===== src/rtl/hazard_ctrl_if.sv =====
// Signal bundle between the ID-stage hazard controller and the pipeline it steers.
// master drives the pipeline status and consumes the stall/flush controls; slave is the controller.
interface hazard_ctrl_if #(
  parameter int REG_AW = 5,
  parameter int CNT_W  = 16
);
  logic              memread_idex_i;
  logic [REG_AW-1:0] rt_idex_i;
  logic [REG_AW-1:0] rs_ifid_i;
  logic [REG_AW-1:0] rt_ifid_i;
  logic              use_rs_ifid_i;
  logic              use_rt_ifid_i;
  logic              branch_taken_i;
  logic              mem_wait_i;
  logic              pc_stall_o;
  logic              ifid_stall_o;
  logic              idex_nop_o;
  logic              ifid_flush_o;
  logic              idex_flush_o;
  logic              freeze_o;
  logic              busy_o;
  logic [CNT_W-1:0]  stall_cnt_o;

  modport master (
    output memread_idex_i, rt_idex_i, rs_ifid_i, rt_ifid_i,
           use_rs_ifid_i, use_rt_ifid_i, branch_taken_i, mem_wait_i,
    input  pc_stall_o, ifid_stall_o, idex_nop_o, ifid_flush_o,
           idex_flush_o, freeze_o, busy_o, stall_cnt_o
  );

  modport slave (
    input  memread_idex_i, rt_idex_i, rs_ifid_i, rt_ifid_i,
           use_rs_ifid_i, use_rt_ifid_i, branch_taken_i, mem_wait_i,
    output pc_stall_o, ifid_stall_o, idex_nop_o, ifid_flush_o,
           idex_flush_o, freeze_o, busy_o, stall_cnt_o
  );
endinterface


===== src/rtl/hazard_ctrl.sv =====
// Load-use / branch-flush / memory-freeze controller for the 5-stage MIPS pipeline.
// A load-use hazard inserts LOAD_LAT bubbles; bubble cycles are counted in a saturating counter.
module hazard_ctrl #(
  parameter int REG_AW   = 5,
  parameter int LOAD_LAT = 1,
  parameter int CNT_W    = 16
) (
  input logic           clk_i,
  input logic           rst_i,
  hazard_ctrl_if.slave  bus
);
  typedef enum logic {IDLE, LDSTALL} state_t;

  state_t           state, state_n;
  logic [2:0]       rem, rem_n;
  logic [CNT_W-1:0] stall_cnt;
  logic             hit;

  // A load to $zero never hazards, and only operand fields actually read can match.
  assign hit = bus.memread_idex_i && (bus.rt_idex_i != '0) &&
               ((bus.use_rs_ifid_i && (bus.rs_ifid_i == bus.rt_idex_i)) ||
                (bus.use_rt_ifid_i && (bus.rt_ifid_i == bus.rt_idex_i)));

  always_comb begin
    state_n          = state;
    rem_n            = rem;
    bus.pc_stall_o   = 1'b0;
    bus.ifid_stall_o = 1'b0;
    bus.idex_nop_o   = 1'b0;
    bus.ifid_flush_o = 1'b0;
    bus.idex_flush_o = 1'b0;
    bus.freeze_o     = 1'b0;
    if (bus.mem_wait_i) begin
      // Freeze stretches a stall window without consuming any of it.
      bus.freeze_o = 1'b1;
    end else if (bus.branch_taken_i) begin
      bus.ifid_flush_o = 1'b1;
      bus.idex_flush_o = 1'b1;
      state_n          = IDLE;
      rem_n            = 3'd0;
    end else if (state == LDSTALL) begin
      bus.pc_stall_o   = 1'b1;
      bus.ifid_stall_o = 1'b1;
      bus.idex_nop_o   = 1'b1;
      rem_n            = rem - 3'd1;
      if (rem == 3'd1) state_n = IDLE;
    end else if (hit) begin
      bus.pc_stall_o   = 1'b1;
      bus.ifid_stall_o = 1'b1;
      bus.idex_nop_o   = 1'b1;
      if (LOAD_LAT > 1) begin
        state_n = LDSTALL;
        rem_n   = 3'(LOAD_LAT - 1);
      end
    end
  end

  always_ff @(posedge clk_i or posedge rst_i) begin
    if (rst_i) begin
      state     <= IDLE;
      rem       <= 3'd0;
      stall_cnt <= '0;
    end else begin
      state <= state_n;
      rem   <= rem_n;
      if (bus.idex_nop_o && (stall_cnt != {CNT_W{1'b1}})) stall_cnt <= stall_cnt + 1'b1;
    end
  end

  assign bus.busy_o      = (state == LDSTALL);
  assign bus.stall_cnt_o = stall_cnt;
endmodule


===== src/flat_wrapper.sv =====
// flat-port wrapper written by rule: the top's interface ports become plain ports
module hazard_ctrl_flat 
#(
  parameter int REG_AW   = 5,
  parameter int LOAD_LAT = 1,
  parameter int CNT_W    = 16
)
  (clk_i, rst_i, bus_memread_idex_i, bus_rt_idex_i, bus_rs_ifid_i, bus_rt_ifid_i, bus_use_rs_ifid_i, bus_use_rt_ifid_i, bus_branch_taken_i, bus_mem_wait_i, bus_pc_stall_o, bus_ifid_stall_o, bus_idex_nop_o, bus_ifid_flush_o, bus_idex_flush_o, bus_freeze_o, bus_busy_o, bus_stall_cnt_o);
  hazard_ctrl_if #(.REG_AW(REG_AW), .CNT_W(CNT_W)) bus_i ();
  input logic clk_i;
  input logic rst_i;
  input wire logic [$bits(bus_i.memread_idex_i)-1:0] bus_memread_idex_i;
  input wire logic [$bits(bus_i.rt_idex_i)-1:0] bus_rt_idex_i;
  input wire logic [$bits(bus_i.rs_ifid_i)-1:0] bus_rs_ifid_i;
  input wire logic [$bits(bus_i.rt_ifid_i)-1:0] bus_rt_ifid_i;
  input wire logic [$bits(bus_i.use_rs_ifid_i)-1:0] bus_use_rs_ifid_i;
  input wire logic [$bits(bus_i.use_rt_ifid_i)-1:0] bus_use_rt_ifid_i;
  input wire logic [$bits(bus_i.branch_taken_i)-1:0] bus_branch_taken_i;
  input wire logic [$bits(bus_i.mem_wait_i)-1:0] bus_mem_wait_i;
  output wire logic [$bits(bus_i.pc_stall_o)-1:0] bus_pc_stall_o;
  output wire logic [$bits(bus_i.ifid_stall_o)-1:0] bus_ifid_stall_o;
  output wire logic [$bits(bus_i.idex_nop_o)-1:0] bus_idex_nop_o;
  output wire logic [$bits(bus_i.ifid_flush_o)-1:0] bus_ifid_flush_o;
  output wire logic [$bits(bus_i.idex_flush_o)-1:0] bus_idex_flush_o;
  output wire logic [$bits(bus_i.freeze_o)-1:0] bus_freeze_o;
  output wire logic [$bits(bus_i.busy_o)-1:0] bus_busy_o;
  output wire logic [$bits(bus_i.stall_cnt_o)-1:0] bus_stall_cnt_o;
  assign bus_i.memread_idex_i = bus_memread_idex_i;
  assign bus_i.rt_idex_i = bus_rt_idex_i;
  assign bus_i.rs_ifid_i = bus_rs_ifid_i;
  assign bus_i.rt_ifid_i = bus_rt_ifid_i;
  assign bus_i.use_rs_ifid_i = bus_use_rs_ifid_i;
  assign bus_i.use_rt_ifid_i = bus_use_rt_ifid_i;
  assign bus_i.branch_taken_i = bus_branch_taken_i;
  assign bus_i.mem_wait_i = bus_mem_wait_i;
  assign bus_pc_stall_o = bus_i.pc_stall_o;
  assign bus_ifid_stall_o = bus_i.ifid_stall_o;
  assign bus_idex_nop_o = bus_i.idex_nop_o;
  assign bus_ifid_flush_o = bus_i.ifid_flush_o;
  assign bus_idex_flush_o = bus_i.idex_flush_o;
  assign bus_freeze_o = bus_i.freeze_o;
  assign bus_busy_o = bus_i.busy_o;
  assign bus_stall_cnt_o = bus_i.stall_cnt_o;
  hazard_ctrl #(.REG_AW(REG_AW), .LOAD_LAT(LOAD_LAT), .CNT_W(CNT_W)) u_core (.clk_i(clk_i), .rst_i(rst_i), .bus(bus_i));
endmodule

===== config.mk =====
export PLATFORM = sky130hd
export DESIGN_NAME = hazard_ctrl_flat
export DESIGN_NICKNAME = d
export VERILOG_FILES = /design/src/rtl/hazard_ctrl_if.sv /design/src/rtl/hazard_ctrl.sv /design/src/flat_wrapper.sv
export SDC_FILE = /design/constraint.sdc
export NUM_CORES = 1
export LEC_CHECK = 0
export ABC_AREA = 1
export CAP_MARGIN = 20
export CELL_PAD_IN_SITES_DETAIL_PLACEMENT = 1
export CELL_PAD_IN_SITES_GLOBAL_PLACEMENT = 1
export CORE_ASPECT_RATIO = 0.6
export CORE_MARGIN = 1.5
export CORE_UTILIZATION = 32
export CTS_CLUSTER_DIAMETER = 120
export DETAILED_ROUTE_END_ITERATION = 12
export PLACE_DENSITY = 0.87
export SYNTH_ARGS = -nofsm -noshare
export SYNTH_HDL_FRONTEND = slang
export SYNTH_SLANG_ARGS = --single-unit

===== constraint.sdc =====
create_clock -name clk_i -period 1.85 [get_ports clk_i]
set_input_delay 0.37 -clock clk_i [delete_from_list [all_inputs] [get_ports clk_i]]
set_output_delay 0.37 -clock clk_i [all_outputs]
set_load 0.03 [all_outputs]

==> results.md <==
- Worst-Margin Slew: 0.461 ns
- Max Root-Sink Buffers: 2
- Crit path top cell by count: nand2_1
- Synth Flop Type: dfrtp_1
- Fin. Hold Viols: 0
- Gr usage total: 0.195
- Port bufs: 44
- Slowest Stage Delay on Critical Path: 0.15 ns
- DRC: 0
- H-tree depth: 1
- Global-route wire length before repair: 7.89 mm
- Final GP Congestion: 0.815
- Die Span Y: 56.0 um
- Mean Syn Cell Area: 6.81 um2
- DR WL met3: 137 um
- Power Density: 538 nW/um2
- GRT overflow: 0
- CP Capture Type: primary output
- Peak Freq: 555 MHz
- Fillers: 587
- Layout cells sized above 1: 0.230
- Crit path kind: in2out
- WL met1: 2.41 mm
- R2R cell count: 7
- Lkg Pwr: 1.14 nW
- Startpoint Class: input port
- Crit path DAT: 1.43 ns
- Skew-Pair Late Insertion Delay: 0.26 ns
- Post-route ant nets: 0
- Largest area contributor in the netlist: dfrtp_1
- Headroom to the max-slew limit: 0.691
- Starting density of the core: 0.330
- # hold bufs at CTS: 0
- Full die area: 5110 um2
- Seq cells post-synth: 20
- CP max-delay cell: nor2_4
- Via count: 1580
- Max Slew Vio Count: 0
- Post-DP Area: 2020 um2
- Hpwl dp: 3.61 mm
- Area growth syn-to-layout: 38.8%
- Cell area after layout: 2080 um2
- Vias in the first global route: 1608
- Skew final: 0.00315 ns
- Asr flop ratio synth: 1.00
- Initial antenna violation count: 0
- # setup viols final: 0
- Synth unique cells: 24
- Highest ir drop seen on vdd: 0.322 mV
- Max Cap Viol: 0
- Met2 wire len: 2.21 mm
- Synth Instances: 220
- CTS tree: yes
- Seq/Total Area, Yosys: 0.334
- Root buf cell: clkbuf_8
- Post-synth top area share: 0.334
- WL/cell: 14.5 um
- Rows: 19
- CTS buffer count: 3
- Top Layer Used: met4
- Hold Path Class: in2async
- Die X: 91.3 um
- Iter 0 DRT Violations: 72
- Count leader, synth: nand2_1
- Cell area after synthesis: 1500 um2
- Nets: 295
- Period utilisation layout: 0.975
- Final Util: 0.458
- Synth cell count leaders: nand2_1 (79), inv_1 (28), dfrtp_1 (20), nor2_1 (20), nand4_1 (17)
- 1st-pass router iterations: 4
- Ranking of synthesized cells by area: dfrtp_1 (33%), nand2_1 (20%), nand4_1 (7.1%), inv_1 (7.0%), nor2_1 (5.0%)
- Largest net degree at the start of global routing: 21
- Top Ports: 45
- Core Region: 4540 um2
- Clock sinks: 20
- Syn Nets: 245
- Vias per cell: 4.76
- Worst Path Required: 1.48 ns
- Crit path cell chain: buf_6 -> inv_2 -> nand2_1 -> nand2_1 -> nor2_2 -> nand3_1 -> nand2_1 -> nand2_1 -> nand2_2 -> nand2_2 -> nor2_4 -> buf_6
- Status: finished, final reports clean
- Fin Setup TNS: 0 ns
- Yosys Warn Count: 0
- Clk slew on worst S/H paths: 0.07 ns
- Post-synth EDFFs: 0
- Final wirelength: 4.81 mm
- Worst-path fanout max: 4
- Antenna Diode Count: 0
- Tmin final: 1.80 ns
timing repair:
item                       in CTS  in global routing
gates resized for setup        45                 36
setup endpoints to repair      17                 21
setup buffers                   0                  1
pin swaps                      15                 19
area by class of cell:
cell class	instances	area [um2]	area share
inverters	29	109	0.0523
clock buffers	4	55.1	0.0265
multi-input cells	160	857	0.412
well taps	63	78.8	0.0379
repair buffers	56	479	0.230
flip-flops and latches	20	500	0.241
cell families (layout without fill, tap and decap cells):
kind of cell,count (synthesis),after routing,share of synthesized area
simple gates,138,138,0.422
buf+inv,40,89,0.119
flops,20,20,0.334
xor+xnor,11,11,0.0643
compound gates,8,8,0.0351
fa+ha+maj,3,3,0.0251
registers in the layout (all words and copies together), names as in the netlist:
signal,count
u_core.bus.stall_cnt_o,16
u_core.rem,3
u_core.bus.busy_o,1
final timing paths:
kind / slack, ns / startpoint / to
worst max-delay path: 0.05 / bus_rt_idex_i[4] / bus_idex_nop_o
max in group asynchronous: 1.19 / rst_i / u_core.bus.stall_cnt_o[12]$_DFFE_PP0P_
worst max register to register: 0.17 / u_core.bus.stall_cnt_o[1]$_DFFE_PP0P_ / u_core.bus.stall_cnt_o[6]$_DFFE_PP0P_
min in group clk_i: 0.55 / u_core.bus.stall_cnt_o[14]$_DFFE_PP0P_ / u_core.bus.stall_cnt_o[14]$_DFFE_PP0P_
worst min register to register: 0.55 / u_core.bus.stall_cnt_o[14]$_DFFE_PP0P_ / u_core.bus.stall_cnt_o[14]$_DFFE_PP0P_
worst min-delay path: 0.45 / rst_i / u_core.bus.stall_cnt_o[2]$_DFFE_PP0P_
report_power, final:
part	switching, mW	internal (mW)
Sequential	0.0283	0.462
Clock	0.151	0.190
Combinational	0.170	0.117
worst max-delay path: cells and delay by family:
kind / cells / cell delay [ns]
buffers and inverters: 3 / 0.27
AND/OR/NAND/NOR: 9 / 0.77
routing by layer:
metal / track usage / vias up
met3: 0.0396 / 6
met2: 0.305 / 26
met5: 0 / -
li1: - / 792
met1: 0.281 / 756
met4: 0.0357 / 0
cell usage in the layout (no fill, tap or decap), types with 4 or more instances in the layout:
| cell | count |
|---|---|
| buf_4 | 17 |
| buf_6 | 5 |
| clkbuf_2 | 9 |
| clkbuf_8 | 4 |
| clkdlybuf4s50_1 | 15 |
| dfrtp_1 | 20 |
| dlymetal6s2s_1 | 5 |
| inv_1 | 23 |
| inv_2 | 6 |
| nand2_1 | 76 |
| nand2_2 | 4 |
| nand3_1 | 12 |
| nand4_1 | 17 |
| nor2_1 | 16 |
| nor2_2 | 6 |
| xnor2_1 | 6 |
| xor2_1 | 5 |
stage by stage:
step | hold slack, ns | instances | setup WS, ns | total power [mW]
2_1_floorplan | 0.334 | 220 | 0.0219 | 0.642
3_3_place_gp | 0.527 | 327 | -0.463 | 0.773
3_5_place_dp | 0.533 | 327 | -0.570 | 0.784
5_1_grt | 0.484 | 332 | -0.0715 | 1.18
4_1_cts | 0.455 | 331 | 0.000851 | 1.12
6_report | 0.447 | 332 | 0.0466 | 1.12
(Power assumes the default switching activity.)
